===== src/rtl/mac_pkg.sv =====
// ============================================================================
// Module      : mac_pkg
// Description : Shared widths and helpers for the MAC accumulator stage.
// Revision    : 1.0 - initial release
// ============================================================================
`default_nettype none

package mac_pkg;

    localparam int PROD_W    = 32;
    localparam int GUARD_W   = 8;
    localparam int ACC_W     = PROD_W + GUARD_W;
    localparam int SPLIT     = 20;
    localparam int HI_W      = ACC_W - SPLIT;
    localparam int SLICES_LO = SPLIT / 4;
    localparam int SLICES_HI = HI_W / 4;

    // Sign-extend the upper product bits to the full high-accumulator width.
    function automatic logic [HI_W-1:0] sext_hi(input logic [PROD_W-SPLIT-1:0] p_hi);
        return {{GUARD_W{p_hi[PROD_W-SPLIT-1]}}, p_hi};
    endfunction

endpackage

`default_nettype wire


===== src/rtl/csel_add_n.sv =====
// ============================================================================
// Module      : csel_add_n
// Description : N-bit adder built as a ripple of 4-bit carry-select slices.
// Revision    : 1.0 - initial release
// ============================================================================
`default_nettype none

module csel_add_n #(
    parameter int N = 20
) (
    input  logic [N-1:0] a,
    input  logic [N-1:0] b,
    input  logic         cin,
    output logic [N-1:0] sum,
    output logic         cout,
    output logic         c_msb
);

    localparam int SLICES = N / 4;

    logic [SLICES:0] w_c;

    assign w_c[0] = cin;

    generate
        for (genvar i = 0; i < SLICES; i++) begin : g_slice
            logic [4:0] w_s0;
            logic [4:0] w_s1;

            assign w_s0 = {1'b0, a[4*i+3 -: 4]} + {1'b0, b[4*i+3 -: 4]};
            assign w_s1 = {1'b0, a[4*i+3 -: 4]} + {1'b0, b[4*i+3 -: 4]} + 5'd1;

            assign sum[4*i+3 -: 4] = w_c[i] ? w_s1[3:0] : w_s0[3:0];
            assign w_c[i+1]        = w_c[i] ? w_s1[4]   : w_s0[4];
        end
    endgenerate

    assign cout  = w_c[SLICES];
    // Sum bit = a ^ b ^ carry-in at that bit, so the MSB carry-in falls out directly.
    assign c_msb = a[N-1] ^ b[N-1] ^ sum[N-1];

endmodule

`default_nettype wire


===== src/rtl/mac_acc_stage.sv =====
// ============================================================================
// Module      : mac_acc_stage
// Description : 40-bit MAC accumulator, two-stage carry-pipelined add split
//               at SPLIT, one result per group via valid/ready.
// Revision    : 1.0 - initial release
// ============================================================================
`default_nettype none

module mac_acc_stage
    import mac_pkg::*;
(
    input  logic              clk,
    input  logic              rst_n,
    input  logic              in_valid,
    output logic              in_ready,
    input  logic [PROD_W-1:0] in_prod,
    input  logic              in_first,
    input  logic              in_last,
    output logic              out_valid,
    input  logic              out_ready,
    output logic [ACC_W-1:0]  out_acc,
    output logic              out_ovf
);

    logic             w_adv;

    // Stage A: low half accumulator and forwarded high operand
    logic [SPLIT-1:0] r_lo_acc;
    logic             r_ca;
    logic [HI_W-1:0]  r_hi_op;
    logic             r_a_first;
    logic             r_a_last;
    logic             r_a_valid;

    // Stage B: high half accumulator and registered result
    logic [HI_W-1:0]  r_hi_acc;
    logic [SPLIT-1:0] r_b_lo;
    logic             r_ovf;
    logic             r_b_valid;
    logic             r_b_last;

    logic [SPLIT-1:0] w_lo_base;
    logic [SPLIT-1:0] w_lo_sum;
    logic             w_lo_cout;
    logic             w_unused_lo_cmsb;

    logic [HI_W-1:0]  w_hi_base;
    logic [HI_W-1:0]  w_hi_sum;
    logic             w_hi_cout;
    logic             w_hi_cmsb;

    assign out_valid = r_b_valid && r_b_last;
    assign w_adv     = !(out_valid && !out_ready);
    assign in_ready  = w_adv;

    assign w_lo_base = in_first  ? '0 : r_lo_acc;
    assign w_hi_base = r_a_first ? '0 : r_hi_acc;

    csel_add_n #(.N(SPLIT)) u_add_lo (
        .a     (w_lo_base),
        .b     (in_prod[SPLIT-1:0]),
        .cin   (1'b0),
        .sum   (w_lo_sum),
        .cout  (w_lo_cout),
        .c_msb (w_unused_lo_cmsb)
    );

    csel_add_n #(.N(HI_W)) u_add_hi (
        .a     (w_hi_base),
        .b     (r_hi_op),
        .cin   (r_ca),
        .sum   (w_hi_sum),
        .cout  (w_hi_cout),
        .c_msb (w_hi_cmsb)
    );

    always_ff @(posedge clk or negedge rst_n) begin
        if (!rst_n) begin
            r_lo_acc  <= '0;
            r_ca      <= 1'b0;
            r_hi_op   <= '0;
            r_a_first <= 1'b0;
            r_a_last  <= 1'b0;
            r_a_valid <= 1'b0;
        end else if (w_adv) begin
            if (in_valid) begin
                r_lo_acc  <= w_lo_sum;
                r_ca      <= w_lo_cout;
                r_hi_op   <= sext_hi(in_prod[PROD_W-1:SPLIT]);
                r_a_first <= in_first;
                r_a_last  <= in_last;
                r_a_valid <= 1'b1;
            end else begin
                r_a_valid <= 1'b0;
            end
        end
    end

    always_ff @(posedge clk or negedge rst_n) begin
        if (!rst_n) begin
            r_hi_acc  <= '0;
            r_b_lo    <= '0;
            r_ovf     <= 1'b0;
            r_b_valid <= 1'b0;
            r_b_last  <= 1'b0;
        end else if (w_adv) begin
            if (r_a_valid) begin
                r_hi_acc  <= w_hi_sum;
                r_b_lo    <= r_lo_acc;
                r_ovf     <= (r_a_first ? 1'b0 : r_ovf) | (w_hi_cmsb ^ w_hi_cout);
                r_b_valid <= 1'b1;
                r_b_last  <= r_a_last;
            end else begin
                r_b_valid <= 1'b0;
            end
        end
    end

    assign out_acc = {r_hi_acc, r_b_lo};
    assign out_ovf = r_ovf;

endmodule

`default_nettype wire


===== config.mk =====
export PLATFORM = sky130hd
export DESIGN_NAME = mac_acc_stage
export DESIGN_NICKNAME = d
export VERILOG_FILES = /design/src/rtl/mac_pkg.sv /design/src/rtl/csel_add_n.sv /design/src/rtl/mac_acc_stage.sv
export SDC_FILE = /design/constraint.sdc
export NUM_CORES = 1
export LEC_CHECK = 0
export BUFFER_PORTS_ARGS = -buffer_cell sky130_fd_sc_hd__buf_2
export CORE_ASPECT_RATIO = 1.75
export CORE_MARGIN = 5
export CORE_UTILIZATION = 25
export CTS_CLUSTER_DIAMETER = 100
export CTS_CLUSTER_SIZE = 12
export DETAILED_ROUTE_END_ITERATION = 16
export HOLD_SLACK_MARGIN = 0.03
export SYNTH_ARGS = -nofsm -noshare
export SYNTH_HDL_FRONTEND = slang
export SYNTH_HIERARCHICAL = 1
export SYNTH_SLANG_ARGS = --single-unit

===== constraint.sdc =====
create_clock -name clk -period 9.2 [get_ports clk]
set_input_delay 0 -clock clk [delete_from_list [all_inputs] [get_ports clk]]
set_output_delay 0 -clock clk [all_outputs]
set_load 0.03 [all_outputs]

# Word level (Yosys, flattened, before mapping)
# Index checks and enable logic that the tools add are counted.
[op_classes] mux=23 n_div=0 n_addsub=19 n_lt_le_gt_ge=0 mul=0 reduce_logical=6 n_eq_ne=0 bitwise=5 shifts=0
[ops] operator="$add 4x4->5" n=10
[ops] operator="$add 5x1->5 const B" n=9
[ops] operator="$mux 20" n=2
[ops] operator="$mux 4" n=9
[ops] operator="$mux 1" n=12
[ops] operator="$reduce_and 2->1" n=2
[ops] operator="$xor 1x1->1" n=3
[ops] operator="$logic_and 1x1->1" n=2
[ops] operator="$logic_not 1->1" n=2
[ops] operator="$not 1->1" n=1
[ops] operator="$or 1x1->1" n=1
[totals] wordCells=64 in_bits=38 mem_count=0 out_inout_bits=43 latchBits=0 reg_bits=79 ram_bits=0 romBits=0

# Longest topological paths before layout
# Gate-level depths: netlist of run 1.
[depth] ltp_word=11 ltp_mapped=16

# Hierarchy
# The synthesis of run 1 kept the hierarchy.
[by_module_without_submodules] mod="mac_acc_stage" area_per_inst_um2=3599.7 cells_each=217 instances=1
[by_module_without_submodules] mod="csel_add_n (u_add_hi)" area_per_inst_um2=1277.5 cells_each=149 instances=1
[by_module_without_submodules] mod="csel_add_n (u_add_lo)" area_per_inst_um2=1082.3 cells_each=124 instances=1

# Worst setup path after synthesis of run 1
# Ideal clock, no wire load.
[synth_timing] path_type="flip-flop to flip-flop" from="register r_a_first" to="register r_hi_acc[19]" path_stages_with_launch=16 path_slack_ns=5.241 arrival_time_ns=3.834 setup_time_ns=0.125 cell_sequence="dfrtp_1 -> clkbuf_1 -> nor2b_1 -> ha_1 -> fa_1 -> ha_1 -> nand2_1 -> nor3_1 -> a32oi_1 -> mux2_2 -> and2_4 -> o41a_1 -> a21o_4 -> nor2_4 -> xnor3_1 -> mux2_4"
[synth_between] elab_chain_cells=8
[synth_lines] item="start, declared" line="mac_acc_stage.sv:31" source="logic r_a_first;"
[synth_lines] item="start signal, assigned" line="mac_acc_stage.sv:90" source="r_a_first <= in_first;"
[synth_lines] item="$mux 20 *" line="mac_acc_stage.sv:57" source="assign w_hi_base = r_a_first ? '0 : r_hi_acc;"
[synth_lines] item="named net w_hi_base[0]" line="mac_acc_stage.sv:47" source="logic [HI_W-1:0] w_hi_base;"
[synth_lines] item="$add 4x4->5 *" line="csel_add_n.sv:30, csel_add_n.sv:31"
[synth_lines] item="$add 5x1->5" line="csel_add_n.sv:31" source="assign w_s1 = {1'b0, a[4*i+3 -: 4]} + {1'b0, b[4*i+3 -: 4]} + 5'd1;"
[synth_lines] item="$mux 1 * (4 in series)" line="csel_add_n.sv:34" source="assign w_c[i+1] = w_c[i] ? w_s1[4] : w_s0[4];"
[synth_lines] item="$mux 4 *" line="csel_add_n.sv:33" source="assign sum[4*i+3 -: 4] = w_c[i] ? w_s1[3:0] : w_s0[3:0];"
[synth_lines] item="named net w_hi_sum[19]" line="mac_acc_stage.sv:48" source="logic [HI_W-1:0] w_hi_sum;"
[synth_lines] item="end signal, assigned" line="mac_acc_stage.sv:108" source="r_hi_acc <= w_hi_sum;"
[synth_lines] item="end, declared" line="mac_acc_stage.sv:36" source="logic [HI_W-1:0] r_hi_acc;"
# Mark *: on every way through the listed nets, which the timed path passes. The rest lies on a longest branch.
# A chain may end at the register's enable or synchronous reset.

# Final worst setup path of run 1
[layout_timing] from="register r_a_first" to="register r_ovf, in the netlist out_ovf"
[layout_rtl] item="$mux 20 *" line="mac_acc_stage.sv:57"
[layout_rtl] item="named net w_hi_base[4]" line="mac_acc_stage.sv:47"
[layout_rtl] item="$add 4x4->5 *" line="csel_add_n.sv:30, csel_add_n.sv:31"
[layout_rtl] item="$add 5x1->5" line="csel_add_n.sv:31"
[layout_rtl] item="$mux 1 * (4 in series)" line="csel_add_n.sv:34"
[layout_rtl] item="named net w_hi_cout" line="mac_acc_stage.sv:49" source="logic w_hi_cout;"
[layout_rtl] item="$xor 1x1->1 *" line="mac_acc_stage.sv:110" source="r_ovf <= (r_a_first ? 1'b0 : r_ovf) | (w_hi_cmsb ^ w_hi_cout);"
[layout_rtl] item="$or 1x1->1 *" line="mac_acc_stage.sv:110"
[layout_rtl] item="end signal, assigned" line="mac_acc_stage.sv:110"
[layout_rtl] item="end, declared" line="mac_acc_stage.sv:38" source="logic r_ovf;"
# Marked as above.

==> results of run 1 <==
-- per-stage QoR --
| stage | util [%] | power (W) | instances | worst slack, ns | area, um^2 |
|---|---|---|---|---|---|
| after CTS | 30.0 | 0.00265 | 893 | 4.69 | 7030 |
| after floorplan | - | 0.00191 | 492 | 5.24 | 5960 |
| after global routing | 30.0 | 0.00281 | 893 | 4.44 | 7030 |
| final | 30.0 | 0.00260 | 893 | 4.71 | 7030 |
| after detailed placement | 28.1 | 0.00224 | 865 | 4.70 | 6590 |
| after global placement | 28.1 | 0.00222 | 865 | 4.83 | 6590 |
-- worst min path at each step --
| stage | from | end | slack [ns] | cells past startpoint |
|---|---|---|---|---|
| floorplan | rst_n | out_ovf$_DFFE_PN0P_ | -0.30 | 0 |
| global placement | rst_n | r_b_lo[0]$_DFFE_PN0P_ | -0.1 | 1 |
| detailed placement | rst_n | r_b_lo[0]$_DFFE_PN0P_ | -0.10 | 1 |
| CTS | out_ready | r_b_valid$_DFFE_PN0N_ | 0.05 | 3 |
| global route | out_ready | r_b_valid$_DFFE_PN0N_ | 0.08 | 3 |
| finish | out_ready | r_b_valid$_DFFE_PN0N_ | 0.07 | 3 |
-- registers in the layout (all words and copies together) (netlist names) --
signal / flops
r_a_last: 1
r_lo_acc: 20
r_ca: 1
r_hi_op: 12
r_b_last: 1
r_b_lo: 20
r_b_valid: 1
out_ovf: 1
r_a_valid: 1
r_hi_acc: 20
r_a_first: 1
-- worst reg2reg max path, cell delays in order, from the launching register on --
cell	delay, ns
dfrtp_1	0.88
nor2b_1	0.11
ha_1	0.27
fa_1	0.54
ha_1	0.24
nand2_1	0.08
a211oi_1	0.29
o21ai_1	0.11
mux2_2	0.29
and2_4	0.15
o41a_1	0.44
a2111oi_0	0.37
mux2i_1	0.12
o221ai_1	0.23
xnor2_1	0.14
o2bb2ai_1	0.09
-- power groups by stage --
stage	Combinational [W]	Sequential, W	Clock (W)
after floorplan	0.00112	0.000796	0
after global routing	0.00173	0.000670	0.000407
after detailed placement	0.00159	0.000652	0
after global placement	0.00157	0.000651	0
after CTS	0.00161	0.000649	0.000395
final	0.00158	0.000643	0.000380
-- area by class of cell --
type	instances	area (um^2)
inverters	6	22.5
fillers	2403	16400
well taps	304	380
clock inverters	3	43.8
repair buffers	95	551
clock buffers	11	253
multi-input cells	395	3800
flip-flops and latches	79	1980
-- per-layer routing --
layer / vias up / GRT usage (%) / wire length [um]
met4: 2 / 4.69 / 269
met5: - / 0 / 20
met3: 20 / 1.94 / 404
li1: 1944 / - / -
met2: 68 / 20.4 / 7950
met1: 1986 / 11.7 / 5610
==> impl_metrics.toml, run 1 <==
[status]
status = "complete, no violations"

[clocking]
cts_resized = 0
cts-root-buf = "clkbuf_16"
cts_buffers = 9
postCtsHoldBufs = 14
cts_max_path_buffers = 2
clock_latency_ns = 0.35
cts_tree = "yes"
cts_sinks = 79
clk_pin_slew_ns = 0.07
cts_max_level = 3
cts_setup_buffers = 0

[placement]
place.gp.congestion = 0.754
dp_hpwl_mm = 10.4
port_buffers = 80

[setup_path]
critPathBufInv = 0
worstSetupStartpoint = "r_a_first$_DFFE_PN0P_"
r2r-end = "out_ovf$_DFFE_PN0P_"
timing.reg2reg.setup_slack_ns = 4.71
cp-end-kind = "flip-flop"
path_cells = "nor2b_1, ha_1, fa_1, ha_1, nand2_1, a211oi_1, o21ai_1, mux2_2, and2_4, o41a_1, a2111oi_0, mux2i_1, o221ai_1, xnor2_1, o2bb2ai_1"
cpLargestDelayFamily = "compound AO/OA/AOI/OAI gates"
crit_fanout = 22
endpoint = "out_ovf$_DFFE_PN0P_"
critical_path_required_ns = 9.42
cp_slowest_stage_delay_ns = 0.88
path_class = "reg -> reg"
crit_cells = 15
critical_path_arrival_ns = 4.71
cpMostUsedCell = "ha_1"
start_kind = "flip-flop"
crit_path_top_delay_cell = "dfrtp_1"
r2r_start = "r_a_first$_DFFE_PN0P_"
r2r_cells = 15

[die]
fp.dieH_um = 214
rows = 74
dieArea_mm2 = 0.0271
io_pins = 81
fp.dieW_um = 127
core_mm2 = 0.0234
initial_core_util_pct = 25.4

[power_and_ir_drop]
leakagePower_nw = 3.35
switching_power_w = 0.00109
powerDensity_mw_per_mm2 = 370
peakVddDrop_uv = 109
combPwrFrac_pct = 60.7
internal_power_w = 0.00151
swShare_pct = 41.9
p_seq_share_pct = 24.7
clockPowerShare_pct = 14.6

[sta]
min_period_ns = 4.49
fin_skew_ns = 0.00637
rsz0062_at_grt = "no"
final_max_slew_viol_count = 0
finalHoldViolations = 0
maxSlewHeadroom_pct = 42.3
tightest_slew_ns = 0.865
holdWs_ns = 0.0675
clock.fmax_mhz = 223
setup_viol = 0
tns_ns = 0
period_share_pct = 48.8

[drt]
vias = 4020
wl_per_cell_um = 16.0
drt-vias-per-instance = 4.50
drcViolationCount = 0
drtIter0Drc = 152
ant_nets = 0
wl_mm = 14.3
dr.pass1.iters = 6

[global_route]
grt_pass1_vias = 4395
antenna_found_initial = 1
track_usage_pct = 10.9
grt_pass1_wl_mm = 23.0
grt_overflow = 0
grt_max_degree = 64

[yosys]
netlist_area_mm2 = 0.00595
ys.warnings.count = 6
synthCells = 489
avgSynthCellArea_um2 = 12.2

[finish]
layout_common_cells = "79 x buf_2, 79 x dfrtp_1, 68 x mux2_4"
antenna_cells = 0
final_nets = 684
layout-drive-gt1-share_pct = 33.3
area_growth_pct = 18.1

[flow_run]
maxCapViolCount = 0

[min_path]
holdCritPathClass = "in -> reg"
Power figures use the tool's default switching activity.
==> inputs of run 2 (changes only) <==
- clock period: 9.2 -> 3.6 ns (I/O delays scaled with it)
==> run 2 against run 1 <==
  * The run now ends with negative setup slack left
  * Routed wire length grew 6.0%
  * Sequential share of layout area shrank 2.1 points
  * First-iteration DRC count decreased by 32%
  * Critical path depth shrank 1
  * Global-route usage increased by 0.43 points
==> impl_metrics.toml, run 2 (synthesized netlist as in run 1, its figures left out) <==
[status]
status = "finished with violations"
violations = "negative setup slack"

[sta]
period_share_pct = 106
min_period_ns = 3.81
clock.fmax_mhz = 263
maxSlewHeadroom_pct = 47.5
setup_viol = 5
fin_skew_ns = 0.0107
rsz0062_at_grt = "yes"
finalHoldViolations = 0
final_max_slew_viol_count = 0
layout_setup_ws_ns = -0.207
tns_ns = -0.686
tightest_slew_ns = 0.788

[setup_path]
critical_path_required_ns = 3.85
critical_path_arrival_ns = 4.05
crit_fanout = 8
r2r_cells = 14
timing.reg2reg.setup_slack_ns = -0.21
r2r_start = "r_a_first$_DFFE_PN0P_"
start_kind = "flip-flop"
r2r-end = "r_hi_acc[17]$_DFFE_PN0P_"
cp-end-kind = "flip-flop"
path_class = "reg -> reg"

[placement]
post_dp_cell_area_mm2 = 0.00696
pre_cts_slack_ns = -0.236
port_buffers = 80
dp_hpwl_mm = 11.1
place.gp.congestion = 0.798

[drt]
wl_mm = 15.1
dr.pass1.iters = 4
drcViolationCount = 0
vias = 4217
drtIter0Drc = 104
ant_nets = 0
drt-vias-per-instance = 4.41
wl_per_cell_um = 15.8

[die]
fp.dieH_um = 214
dieArea_mm2 = 0.0271
initial_core_util_pct = 25.4
rows = 74
core_mm2 = 0.0234
io_pins = 81
fp.dieW_um = 127

[power_and_ir_drop]
peakVddDrop_uv = 321
p_seq_share_pct = 22.5
combPwrFrac_pct = 65.1
powerDensity_mw_per_mm2 = 948
internal_power_w = 0.00423
leakagePower_nw = 3.67
switching_power_w = 0.00298
power_w = 0.00721
clockPowerShare_pct = 12.4
swShare_pct = 41.4

[finish]
reg_top3 = "r_b_lo (20), r_hi_acc (20), r_lo_acc (20)"
area_growth_pct = 27.8
final_common_cell = "buf_2"
nFillCells = 2368
layout-drive-gt1-share_pct = 43.5
layout_common_cells = "79 x buf_2, 75 x dfrtp_1, 69 x mux2_4"
seq_area_mm2 = 0.00198
final_nets = 746
multi_input_comb_area_mm2 = 0.00392
antenna_cells = 0
fin_area_mm2 = 0.00761

[clocking]
cts_buffers = 9
cts-root-buf = "clkbuf_16"
clk_pin_slew_ns = 0.07
clock_latency_ns = 0.37
cts_max_path_buffers = 2
cts_sinks = 79
cts_max_level = 3
cts_tree = "yes"

[min_path]
hold_path_startpoint = "out_ready"
holdCritPathClass = "in -> reg"
hold_path_end = "r_b_valid$_DFFE_PN0N_"
whs_path_depth = 3

[global_route]
grt_max_degree = 56
grt_pass1_wl_mm = 24.0
grt_pass1_vias = 4666
track_usage_pct = 11.3
grt_overflow = 0
antenna_found_initial = 0

[flow_run]
maxCapViolCount = 0
[run 2: layout make-up]
type / instances / area share [%]
Clock inverter: 5 / 0.428
Timing Repair Buffer: 157 / 13.6
Inverter: 6 / 0.296
Sequential cell: 79 / 26.1
Clock buffer: 11 / 3.19
Multi-Input combinational cell: 395 / 51.5
Tap cell: 304 / 5.00
[run 2: timing repair]
action                                  CTS  global route
resized for setup                         7            18
pin swaps                                 5             4
setup buffers                            15             4
hold buffers                             14             0
cloned                                    0             0
endpoints found under the setup margin    9            12
hold endpoints to repair                 67             0
[run 2: how the worst max path moves through the flow]
stage	startpoint	endpoint
floorplan	r_a_first$_DFFE_PN0P_	out_ovf$_DFFE_PN0P_
global placement	r_a_first$_DFFE_PN0P_	out_ovf$_DFFE_PN0P_
detailed placement	r_a_first$_DFFE_PN0P_	out_ovf$_DFFE_PN0P_
CTS	r_hi_acc[0]$_DFFE_PN0P_	r_hi_acc[2]$_DFFE_PN0P_
global route	r_a_first$_DFFE_PN0P_	out_ovf$_DFFE_PN0P_
finish	r_a_first$_DFFE_PN0P_	r_hi_acc[17]$_DFFE_PN0P_
[run 2: layer usage]
layer / part of all wire [%] / global-route usage [%] / up-vias
met5: 0 / 0 / -
met4: 2.1 / 4.90 / 0
met3: 2.6 / 1.97 / 24
met2: 59 / 22.7 / 51
met1: 36 / 10.9 / 2063
li1: - / - / 2079
[run 2: critical path, cell delays in order, from the launching register on]
cell	delay (ns)
dfrtp_2	0.48
nor2b_1	0.16
ha_2	0.20
fa_1	0.43
ha_2	0.21
nand2_4	0.07
nor3_2	0.05
a32oi_2	0.27
mux2_4	0.34
and2_4	0.14
o41a_1	0.38
a21o_4	0.28
buf_4	0.14
mux2_2	0.26
mux2_4	0.27
[run 2: per-stage QoR]
stage | utilization [%] | hold slack [ns] | cells
after floorplan | - | -0.296 | 492
after global placement | 29.7 | 0.0997 | 911
after detailed placement | 29.7 | 0.109 | 911
after CTS | 32.1 | 0.0357 | 956
after global routing | 32.5 | 0.0501 | 957
final | 32.5 | 0.0532 | 957
[run 2: power by group through the flow]
stage / Sequential, W / Combinational (W) / Clock, W
6_report: 0.00162 / 0.00470 / 0.000892
2_1_floorplan: 0.00204 / 0.00288 / 0
4_1_cts: 0.00163 / 0.00464 / 0.000939
3_5_place_dp: 0.00164 / 0.00452 / 0
3_3_place_gp: 0.00163 / 0.00447 / 0
5_1_grt: 0.00169 / 0.00510 / 0.000964
